## src/rtl/fb_line_arbiter.sv

```systemverilog
// Frame-buffer line scheduler: shares one DDR command translator between a capture
// write source and an HDMI read sink, one line per command, over two ping-pong buffers.
module fb_line_arbiter #(
    parameter int                         CTRL_ADDR_WIDTH = 28,
    parameter int                         LINE_BEATS      = 240,
    parameter int                         LINES_PER_FRAME = 1080,
    parameter logic [CTRL_ADDR_WIDTH-1:0] FRAME_BASE0     = 28'h0000000,
    parameter logic [CTRL_ADDR_WIDTH-1:0] FRAME_BASE1     = 28'h0200000
) (
    input  logic                       clk,
    input  logic                       rstn,
    input  logic                       wr_frame_start,
    input  logic                       wr_line_req,
    output logic                       wr_line_ack,
    input  logic                       rd_frame_start,
    input  logic                       rd_line_req,
    output logic                       rd_line_ack,
    output logic                       wr_cmd_en,
    output logic [CTRL_ADDR_WIDTH-1:0] wr_cmd_addr,
    output logic [31:0]                wr_cmd_len,
    input  logic                       wr_cmd_ready,
    input  logic                       wr_cmd_done,
    output logic                       rd_cmd_en,
    output logic [CTRL_ADDR_WIDTH-1:0] rd_cmd_addr,
    output logic [31:0]                rd_cmd_len,
    input  logic                       rd_cmd_ready,
    input  logic                       rd_cmd_done,
    output logic                       wr_buf,
    output logic                       rd_buf
);

    localparam logic [11:0]                L_LPF    = 12'(LINES_PER_FRAME);
    localparam logic [CTRL_ADDR_WIDTH-1:0] L_STRIDE = CTRL_ADDR_WIDTH'(LINE_BEATS * 8);
    localparam logic [31:0]                L_LEN    = 32'(LINE_BEATS);
    localparam logic                       G_WR     = 1'b0;
    localparam logic                       G_RD     = 1'b1;

    typedef enum logic [2:0] {
        S_IDLE     = 3'd0,
        S_WR_ISSUE = 3'd1,
        S_WR_WAIT  = 3'd2,
        S_RD_ISSUE = 3'd3,
        S_RD_WAIT  = 3'd4
    } state_t;

    state_t                     r_state, w_state_nxt;
    logic [11:0]                r_wr_line, r_rd_line;
    logic                       r_wr_buf, r_rd_buf, r_last_buf, r_last_grant;
    logic                       r_wr_fs_pend, r_rd_fs_pend;
    logic [CTRL_ADDR_WIDTH-1:0] r_wr_addr, r_rd_addr;
    logic                       r_wr_cmd_en, r_rd_cmd_en, r_wr_ack, r_rd_ack;
    logic [31:0]                r_cmd_len;

    logic                       w_wr_busy, w_rd_busy, w_wr_apply, w_rd_apply, w_wr_swap;
    logic                       w_wr_buf_nxt, w_last_buf_nxt;
    logic [11:0]                w_wr_line_eff, w_rd_line_eff;
    logic                       w_wr_elig, w_rd_elig;
    logic                       w_wr_issue, w_rd_issue, w_wr_fin, w_rd_fin;

    function automatic logic [CTRL_ADDR_WIDTH-1:0] f_base(input logic sel);
        return sel ? FRAME_BASE1 : FRAME_BASE0;
    endfunction

    // A frame start is deferred while its own side has a command in flight.
    assign w_wr_busy      = (r_state == S_WR_ISSUE) || (r_state == S_WR_WAIT);
    assign w_rd_busy      = (r_state == S_RD_ISSUE) || (r_state == S_RD_WAIT);
    assign w_wr_apply     = !w_wr_busy && (wr_frame_start || r_wr_fs_pend);
    assign w_rd_apply     = !w_rd_busy && (rd_frame_start || r_rd_fs_pend);
    assign w_wr_swap      = w_wr_apply && (r_wr_line == L_LPF);
    assign w_wr_buf_nxt   = w_wr_swap ? ~r_wr_buf : r_wr_buf;
    assign w_last_buf_nxt = w_wr_swap ? r_wr_buf : r_last_buf;
    assign w_wr_line_eff  = w_wr_apply ? 12'd0 : r_wr_line;
    assign w_rd_line_eff  = w_rd_apply ? 12'd0 : r_rd_line;
    assign w_wr_elig      = wr_line_req && (w_wr_line_eff < L_LPF);
    assign w_rd_elig      = rd_line_req && (w_rd_line_eff < L_LPF);

    // Next-state and command/completion strobes.
    always_comb begin
        w_state_nxt = r_state;
        w_wr_issue  = 1'b0;
        w_rd_issue  = 1'b0;
        w_wr_fin    = 1'b0;
        w_rd_fin    = 1'b0;
        case (r_state)
            S_IDLE: begin
                if (w_wr_elig && w_rd_elig) begin
                    w_state_nxt = (r_last_grant == G_RD) ? S_WR_ISSUE : S_RD_ISSUE;
                end else if (w_wr_elig) begin
                    w_state_nxt = S_WR_ISSUE;
                end else if (w_rd_elig) begin
                    w_state_nxt = S_RD_ISSUE;
                end else begin
                    w_state_nxt = S_IDLE;
                end
            end
            S_WR_ISSUE: begin
                if (wr_cmd_ready) begin
                    w_wr_issue  = 1'b1;
                    w_state_nxt = S_WR_WAIT;
                end else begin
                    w_state_nxt = S_WR_ISSUE;
                end
            end
            S_WR_WAIT: begin
                if (wr_cmd_done) begin
                    w_wr_fin    = 1'b1;
                    w_state_nxt = S_IDLE;
                end else begin
                    w_state_nxt = S_WR_WAIT;
                end
            end
            S_RD_ISSUE: begin
                if (rd_cmd_ready) begin
                    w_rd_issue  = 1'b1;
                    w_state_nxt = S_RD_WAIT;
                end else begin
                    w_state_nxt = S_RD_ISSUE;
                end
            end
            S_RD_WAIT: begin
                if (rd_cmd_done) begin
                    w_rd_fin    = 1'b1;
                    w_state_nxt = S_IDLE;
                end else begin
                    w_state_nxt = S_RD_WAIT;
                end
            end
            default: w_state_nxt = S_IDLE;
        endcase
    end

    // State register.
    always_ff @(posedge clk or negedge rstn) begin
        if (!rstn) begin
            r_state <= S_IDLE;
        end else begin
            r_state <= w_state_nxt;
        end
    end

    // Buffer selection, line counters, addresses and registered outputs.
    always_ff @(posedge clk or negedge rstn) begin
        if (!rstn) begin
            r_wr_line    <= 12'd0;
            r_rd_line    <= 12'd0;
            r_wr_buf     <= 1'b0;
            r_rd_buf     <= 1'b0;
            r_last_buf   <= 1'b0;
            r_last_grant <= G_RD;
            r_wr_fs_pend <= 1'b0;
            r_rd_fs_pend <= 1'b0;
            r_wr_addr    <= FRAME_BASE0;
            r_rd_addr    <= FRAME_BASE0;
            r_wr_cmd_en  <= 1'b0;
            r_rd_cmd_en  <= 1'b0;
            r_wr_ack     <= 1'b0;
            r_rd_ack     <= 1'b0;
            r_cmd_len    <= L_LEN;
        end else begin
            r_wr_cmd_en <= w_wr_issue;
            r_rd_cmd_en <= w_rd_issue;
            r_wr_ack    <= w_wr_fin;
            r_rd_ack    <= w_rd_fin;
            r_cmd_len   <= L_LEN;

            if (w_wr_busy && wr_frame_start) begin
                r_wr_fs_pend <= 1'b1;
            end else if (w_wr_apply) begin
                r_wr_fs_pend <= 1'b0;
            end
            if (w_rd_busy && rd_frame_start) begin
                r_rd_fs_pend <= 1'b1;
            end else if (w_rd_apply) begin
                r_rd_fs_pend <= 1'b0;
            end

            // An incomplete frame keeps its buffer and is rewritten from line 0.
            if (w_wr_apply) begin
                r_wr_buf   <= w_wr_buf_nxt;
                r_last_buf <= w_last_buf_nxt;
                r_wr_line  <= 12'd0;
                r_wr_addr  <= f_base(w_wr_buf_nxt);
            end else if (w_wr_fin) begin
                if (r_wr_line != L_LPF) begin
                    r_wr_line <= r_wr_line + 12'd1;
                end
                r_wr_addr <= r_wr_addr + L_STRIDE;
            end

            if (w_rd_apply) begin
                r_rd_buf  <= w_last_buf_nxt;
                r_rd_line <= 12'd0;
                r_rd_addr <= f_base(w_last_buf_nxt);
            end else if (w_rd_fin) begin
                if (r_rd_line != L_LPF) begin
                    r_rd_line <= r_rd_line + 12'd1;
                end
                r_rd_addr <= r_rd_addr + L_STRIDE;
            end

            if (w_wr_fin) begin
                r_last_grant <= G_WR;
            end else if (w_rd_fin) begin
                r_last_grant <= G_RD;
            end
        end
    end

    assign wr_cmd_en   = r_wr_cmd_en;
    assign rd_cmd_en   = r_rd_cmd_en;
    assign wr_cmd_addr = r_wr_addr;
    assign rd_cmd_addr = r_rd_addr;
    assign wr_cmd_len  = r_cmd_len;
    assign rd_cmd_len  = r_cmd_len;
    assign wr_line_ack = r_wr_ack;
    assign rd_line_ack = r_rd_ack;
    assign wr_buf      = r_wr_buf;
    assign rd_buf      = r_rd_buf;

endmodule

```

## config.mk

```make
export PLATFORM = sky130hd
export DESIGN_NAME = fb_line_arbiter
export DESIGN_NICKNAME = d
export VERILOG_FILES = /design/src/rtl/fb_line_arbiter.sv
export SDC_FILE = /design/constraint.sdc
export NUM_CORES = 1
export LEC_CHECK = 0
export ABC_AREA = 1
export CAP_MARGIN = 10
export CORE_MARGIN = 2
export CORE_UTILIZATION = 45
export DETAILED_ROUTE_END_ITERATION = 8
export MAX_ROUTING_LAYER = met4
export PLACE_DENSITY = 0.78
export SLEW_MARGIN = 20
export SYNTH_ARGS = -nofsm -noshare
export SYNTH_HDL_FRONTEND = slang
export SYNTH_SLANG_ARGS = --single-unit
```

## constraint.sdc

```tcl
create_clock -name clk -period 1.5 [get_ports clk]
set_input_delay 0.15 -clock clk [delete_from_list [all_inputs] [get_ports clk]]
set_output_delay 0.15 -clock clk [all_outputs]
set_load 0.05 [all_outputs]
```

==> results.sh, run 1 <==
export IMPL_status="finished with violations"
export IMPL_violations="negative setup slack"
export IMPL_die_w_um=112
export IMPL_num_rows=39
export IMPL_vias_per_cell=5.02
export IMPL_rr_worst_depth=9
export IMPL_yosys_warnings=0
export IMPL_cts_tree="done"
export IMPL_critPathArrivalTime_ns=1.80
export IMPL_clkLatencyLatePin_ns=0.34
export IMPL_syn_mean_instance_area_um2=7.24
export IMPL_synth_top_family_by_area="simple AND/OR/NAND/NOR gates"
export IMPL_fillers=989
export IMPL_cts_clk_slew_worst_paths_ns=0.06
export IMPL_ys_top_cells_by_count="154 x nand2_1, 95 x inv_1, 79 x buf_4"
export IMPL_drc_errors=0
export IMPL_synth_xor_area_share_pct=0.836
export IMPL_syn_inst=723
export IMPL_rsz0062_at_grt="true"
export IMPL_synth_edf_count=0
export IMPL_worst_slack_ns=-0.0477
export IMPL_yosysSeqAreaShare_pct=37.8
export IMPL_worstSetupEndpointType="register"
export IMPL_antenna_left=0
export IMPL_synth_top_area_cell="dfrtp_1"
export IMPL_htree_levels=3
export IMPL_synth_most_common_cell="nand2_1"
export IMPL_synth_ff_type="dfrtp_1"
export IMPL_stdcell_count=1009
export IMPL_finalCritPeriodShare_pct=103
export IMPL_setup_tns_ns=-0.430
export IMPL_r2r_end="r_wr_line[10]"
export IMPL_finalClockSkew_ns=0.00827
export IMPL_synthTopCellsByArea="dfrtp_1 37%, buf_4 11%, nand2_1 11%, inv_1 6.8%, nand3_1 5.4%"
export IMPL_grtUsageTotal_pct=22.0
export IMPL_p_leak_nw=3.35
export IMPL_finalSetupViolCount=23
export IMPL_dieArea_um2=12500
export IMPL_yosysTopAreaCellShare_pct=37.3
export IMPL_r2r_slack_ns=-0.05
export IMPL_min_period_ns=1.55
export IMPL_yosys_area_share_simple_pct=30.4
export IMPL_finish_utilization_pct=60.8
export IMPL_n_antenna_cell=0
export IMPL_maxSlewViolCount=0
export IMPL_cp_start_kind="register"
export IMPL_synthMuxAreaShare_pct=0
export IMPL_yosysUniqueCellTypes=41
export IMPL_dp_cells=983
export IMPL_required_ns=1.76
export IMPL_critical_path_class="register to register"
export IMPL_cts_buffer_depth=2
export IMPL_cts_sinks=79
export IMPL_ir_drop_uv=827
export IMPL_synthesis_area_um2=5240
export IMPL_power_density_nw_per_um2=1280
export IMPL_portBuffers=57
export IMPL_r2r_start="r_state[0]"
export IMPL_antenna_found_initial=0
export IMPL_overflow=0
export IMPL_synth_adder_area_share_pct=1.43
export IMPL_start_util_pct=46.1
export IMPL_die_h_um=112
export IMPL_place_hpwl_um=9600
export IMPL_synth_compound_area_share_pct=9.70
export IMPL_fmax_ghz=0.646
export IMPL_nNetsFinal=877
export IMPL_syn2layout_area_growth_pct=32.0
export IMPL_final_hold_viol_count=0
export IMPL_drt_pass1_iterations=6
export IMPL_drive_gt1_share_pct=29.3
export IMPL_grt_max_degree=37
export IMPL_async_flop_share_pct=100
export IMPL_grt_pass1_wl_um=22200
export IMPL_fp_coreArea_um2=11400
export IMPL_io_pins=136
export IMPL_cts_buffers=9
export IMPL_maxCapViolations=0
export IMPL_cts_root_buf="clkbuf_16"
export IMPL_drtIter0Drc=293
export IMPL_vias=5065
export IMPL_routabilityCongestion=0.920
export IMPL_grt_pass1_vias=4851
export IMPL_hp_class="input port to asynchronous set/reset pin"
export IMPL_worst_path_max_fanout=9
export IMPL_synth_seq_cells=79
export IMPL_wl_per_cell_um=13.4
export IMPL_wl_um=13500
## what timing repair did
action                     4_1_cts  5_1_grt
hold endpoints to repair        22        0
hold buffers                     1        0
resized for setup               50       42
setup endpoints to repair       41       64
pin swaps                       12       13
buffers inserted                 4        4
gates cloned                     1        0
## through the flow
step           power, mW  setup slack, ns  area [um^2]  hold slack, ns
2_1_floorplan       5.08          -0.0843         5620          -0.146
3_3_place_gp        6.19           -0.115         6270          0.0852
3_5_place_dp        6.26           -0.160         6270          0.0900
4_1_cts             8.57          -0.0456         6730           0.274
5_1_grt             9.32           -0.159         6910           0.292
6_report            8.87          -0.0477         6910           0.276
## cell families (layout without fill, tap and decap cells)
kind of cell | Yosys count | in the layout
adder cells (fa/ha/maj) | 6 | 6
AND/OR/NAND/NOR | 352 | 353
XOR/XNOR | 5 | 5
other | 2 | 78
flip-flops | 79 | 79
buffers and inverters | 187 | 253
AO/OA/AOI/OAI | 92 | 92
## sequential cells by signal, summed over array words and instances, names as in the netlist, 3 cells and up
| signal | flops |
|---|---|
| wr_cmd_addr | 21 |
| rd_cmd_addr | 21 |
| r_rd_line | 12 |
| r_state | 3 |
| r_wr_line | 12 |
## worst max-delay path by stage
| stage | endpoint | start | slack (ns) |
|---|---|---|---|
| 6_report | r_wr_line[10] | r_state[0] | -0.05 |
| 5_1_grt | wr_cmd_addr[26] | r_state[0] | -0.16 |
| 4_1_cts | wr_cmd_addr[14] | r_state[1] | -0.05 |
| 3_5_place_dp | rd_cmd_addr[19] | rd_cmd_done | -0.16 |
| 3_3_place_gp | rd_cmd_addr[19] | rd_cmd_done | -0.11 |
| 2_1_floorplan | rd_cmd_addr[19] | rd_cmd_addr[7] | -0.08 |
## routing by layer
layer,track usage [%],part of all wire [%]
met4,6.91,2.1
met1,27.0,43
met2,37.6,50
met5,-,0
met3,3.21,4.6
## worst max-delay path, stage by stage (launching register included)
cell and delay, ns:
dfrtp_1 0.42, inv_1 0.11, nand3_4 0.10, nor2_4 0.15, inv_4 0.07, buf_4 0.14, nor2_4 0.14, buf_12 0.14
nand4_1 0.10, o21ai_1 0.09
## cells in the final DEF, fill, tap and decap left out, types with 21 or more instances in the layout
| master | Yosys | layout |
|---|---|---|
| buf_4 | 79 | 109 |
| conb_1 | 2 | 78 |
| dfrtp_1 | 78 | 53 |
| dfrtp_2 | 0 | 25 |
| inv_1 | 95 | 83 |
| nand2_1 | 154 | 144 |
| nand3_1 | 56 | 47 |
| nand4_1 | 28 | 28 |
| nor2_1 | 66 | 54 |
| o21ai_0 | 50 | 30 |
| o21ai_1 | 3 | 21 |
## where the power goes
part	switching [mW]	internal, mW	leakage [nW]
registers	0.202	2.36	1.05
clock network	0.886	1.16	0.132
logic	2.75	1.52	2.17
## cell type report
type / instances / area [um^2] / area share [%]
timing repair buffer: 136 / 1220 / 17.6
clock buffer: 12 / 246 / 3.57
clock inverter: 4 / 22.5 / 0.326
inverter: 101 / 399 / 5.77
sequential: 79 / 2010 / 29.1
multi-input combinational: 534 / 2840 / 41.1
tap: 143 / 179 / 2.59
Power figures use the tool's default switching activity.
==> run 2, diff against run 1 <==
==> constraint.sdc (replaced) <==
create_clock -name clk -period 1.5 [get_ports clk]
set_input_delay 0.3 -clock clk [delete_from_list [all_inputs] [get_ports clk]]
set_output_delay 0.3 -clock clk [all_outputs]
set_load 0.05 [all_outputs]
==> run 2 against run 1 <==
Against the previous run:
- the run still ends with negative setup slack left
- worst setup slack got worse by 0.12 ns
- clock skew grew 0.00067 ns
- clock power increased by 13%
- clock-buffer cell count decreased by 2
- sequential share of layout area down 3.6 points
- largest cell class unchanged
==> results.sh, run 2 (synthesized netlist as in run 1, its figures left out) <==
export IMPL_syn2layout_area_growth_pct=50.7
export IMPL_rr_worst_depth=8
export IMPL_wl_um=16600
export IMPL_crit_cells=8
export IMPL_finalClockSkew_ns=0.00893
export IMPL_critical_path_top_delay_family="simple AND/OR/NAND/NOR gates"
export IMPL_vias=5542
export IMPL_crit_path_top_delay_cell="dfrtp_1"
export IMPL_r2r_start="r_state[1]"
export IMPL_finalCritPeriodShare_pct=111
export IMPL_rsz0062_at_grt="true"
export IMPL_final_hold_viol_count=0
export IMPL_placed_area_um2=6900
export IMPL_die_w_um=112
export IMPL_worstSetupEndpointType="register"
export IMPL_maxCapViolations=0
export IMPL_antenna_left=0
export IMPL_violations="negative setup slack"
export IMPL_min_period_ns=1.66
export IMPL_required_ns=1.72
export IMPL_worstPathCellList="buf_6 > nand3_4 > nor2_4 > inv_6 > nor2_2 > nand2_1 > nor2_1 > a21oi_1"
export IMPL_wl_per_cell_um=15.9
export IMPL_drt_pass1_iterations=5
export IMPL_dp_cells=1002
export IMPL_crit_path_max_incr_delay_ns=0.43
export IMPL_nNetsFinal=912
export IMPL_clkLatencyLatePin_ns=0.35
export IMPL_ir_drop_uv=959
export IMPL_final_common_cell="nand2_1"
export IMPL_htree_levels=3
export IMPL_r2r_slack_ns=-0.16
export IMPL_fillers=754
export IMPL_worst_slack_ns=-0.165
export IMPL_drc_errors=0
export IMPL_grt_max_degree=33
export IMPL_maxSlewViolCount=0
export IMPL_n_antenna_cell=0
export IMPL_power_density_nw_per_um2=1320
export IMPL_grtUsageTotal_pct=22.2
export IMPL_fmax_ghz=0.601
export IMPL_drive_gt1_share_pct=34.3
export IMPL_routabilityCongestion=0.903
export IMPL_cts_sinks=79
export IMPL_worst_path_max_fanout=8
export IMPL_r2r_end="wr_cmd_addr[19]"
export IMPL_overflow=0
export IMPL_die_h_um=112
export IMPL_antenna_found_initial=0
export IMPL_critical_path_class="register to register"
export IMPL_final_area_um2=7890
export IMPL_start_util_pct=46.1
export IMPL_drtIter0Drc=431
export IMPL_cts_clk_slew_worst_paths_ns=0.07
export IMPL_place_hpwl_um=9880
export IMPL_vias_per_cell=5.31
export IMPL_grt_pass1_wl_um=22100
export IMPL_cts_root_buf="clkbuf_16"
export IMPL_cp_start_kind="register"
export IMPL_io_pins=136
export IMPL_fp_coreArea_um2=11400
export IMPL_p_leak_nw=3.68
export IMPL_finalSetupViolCount=63
export IMPL_status="finished with violations"
export IMPL_grt_pass1_vias=4773
export IMPL_critPathLaunch="r_state[1]"
export IMPL_crit_buf_inv=2
export IMPL_hp_class="input port to asynchronous set/reset pin"
export IMPL_critPathArrivalTime_ns=1.88
export IMPL_dieArea_um2=12500
export IMPL_stdcell_count=1044
export IMPL_num_rows=39
export IMPL_portBuffers=57
export IMPL_cts_buffers=9
export IMPL_cts_buffer_depth=2
export IMPL_layout_common_cells="141 x nand2_1, 96 x buf_4, 82 x inv_1"
export IMPL_cts_tree="done"
export IMPL_cp_endpoint="wr_cmd_addr[19]"
export IMPL_worst_hold_slack_ns=0.380
run 2: cell types whose count changed in the layout (fill, tap and decap cells not counted), sizes merged:
cell      previous run  this run
buf                127       160
clkinvlp             1         3
bufinv               0         1
clkbuf              12        13
inv                101       100
nand2              163       162
run 2: cell type report:
type,instances,area (um^2),area share [%]
multi-input cells,533,2930,37.1
repair buffers,172,2070,26.2
flip-flops and latches,79,2010,25.5
inverters,101,397,5.03
clock buffers,10,239,3.03
well taps,143,179,2.27
clock inverters,6,70.1,0.888
run 2: what timing repair did:
action,in CTS,in global routing
setup buffers,3,19
resized for setup,21,114
hold buffers,1,0
gates cloned,0,3
hold endpoints to repair,19,0
endpoints found under the setup margin,38,68
pin swaps,4,33
run 2: how the worst min path moves through the flow:
stage | start | depth (start not counted) | end
2_1_floorplan | rstn | 0 | r_last_buf
3_3_place_gp | rstn | 1 | rd_cmd_addr[19]
3_5_place_dp | rstn | 1 | rd_cmd_addr[19]
4_1_cts | rstn | 2 | rd_cmd_addr[19]
5_1_grt | rstn | 2 | rd_cmd_addr[25]
6_report | rstn | 2 | rd_cmd_addr[17]
run 2: through the flow:
step                      util (%)  setup WS [ns]  power [mW]  TNS [ns]
after floorplan                  -        -0.0843        5.08    -0.108
after global placement        60.7         -0.307        6.58    -10.61
after detailed placement      60.7         -0.360        6.68    -12.70
after CTS                     64.2        -0.0522        9.11    -0.520
after global routing          69.4         -0.214        10.8     -9.65
final                         69.4         -0.165        10.4     -5.12
run 2: report_power, final:
group / internal, mW / switching (mW)
Combinational: 2.32 / 3.18
Sequential: 2.36 / 0.240
Clock: 1.34 / 0.971
run 2: routing by layer:
metal / GRT usage, % / up-vias / share of wire, %
li1: - / 2533 / -
met1: 26.9 / 2640 / 37
met2: 37.7 / 303 / 53
met3: 3.59 / 66 / 6.5
met4: 7.49 / 0 / 3.8
met5: - / - / 0
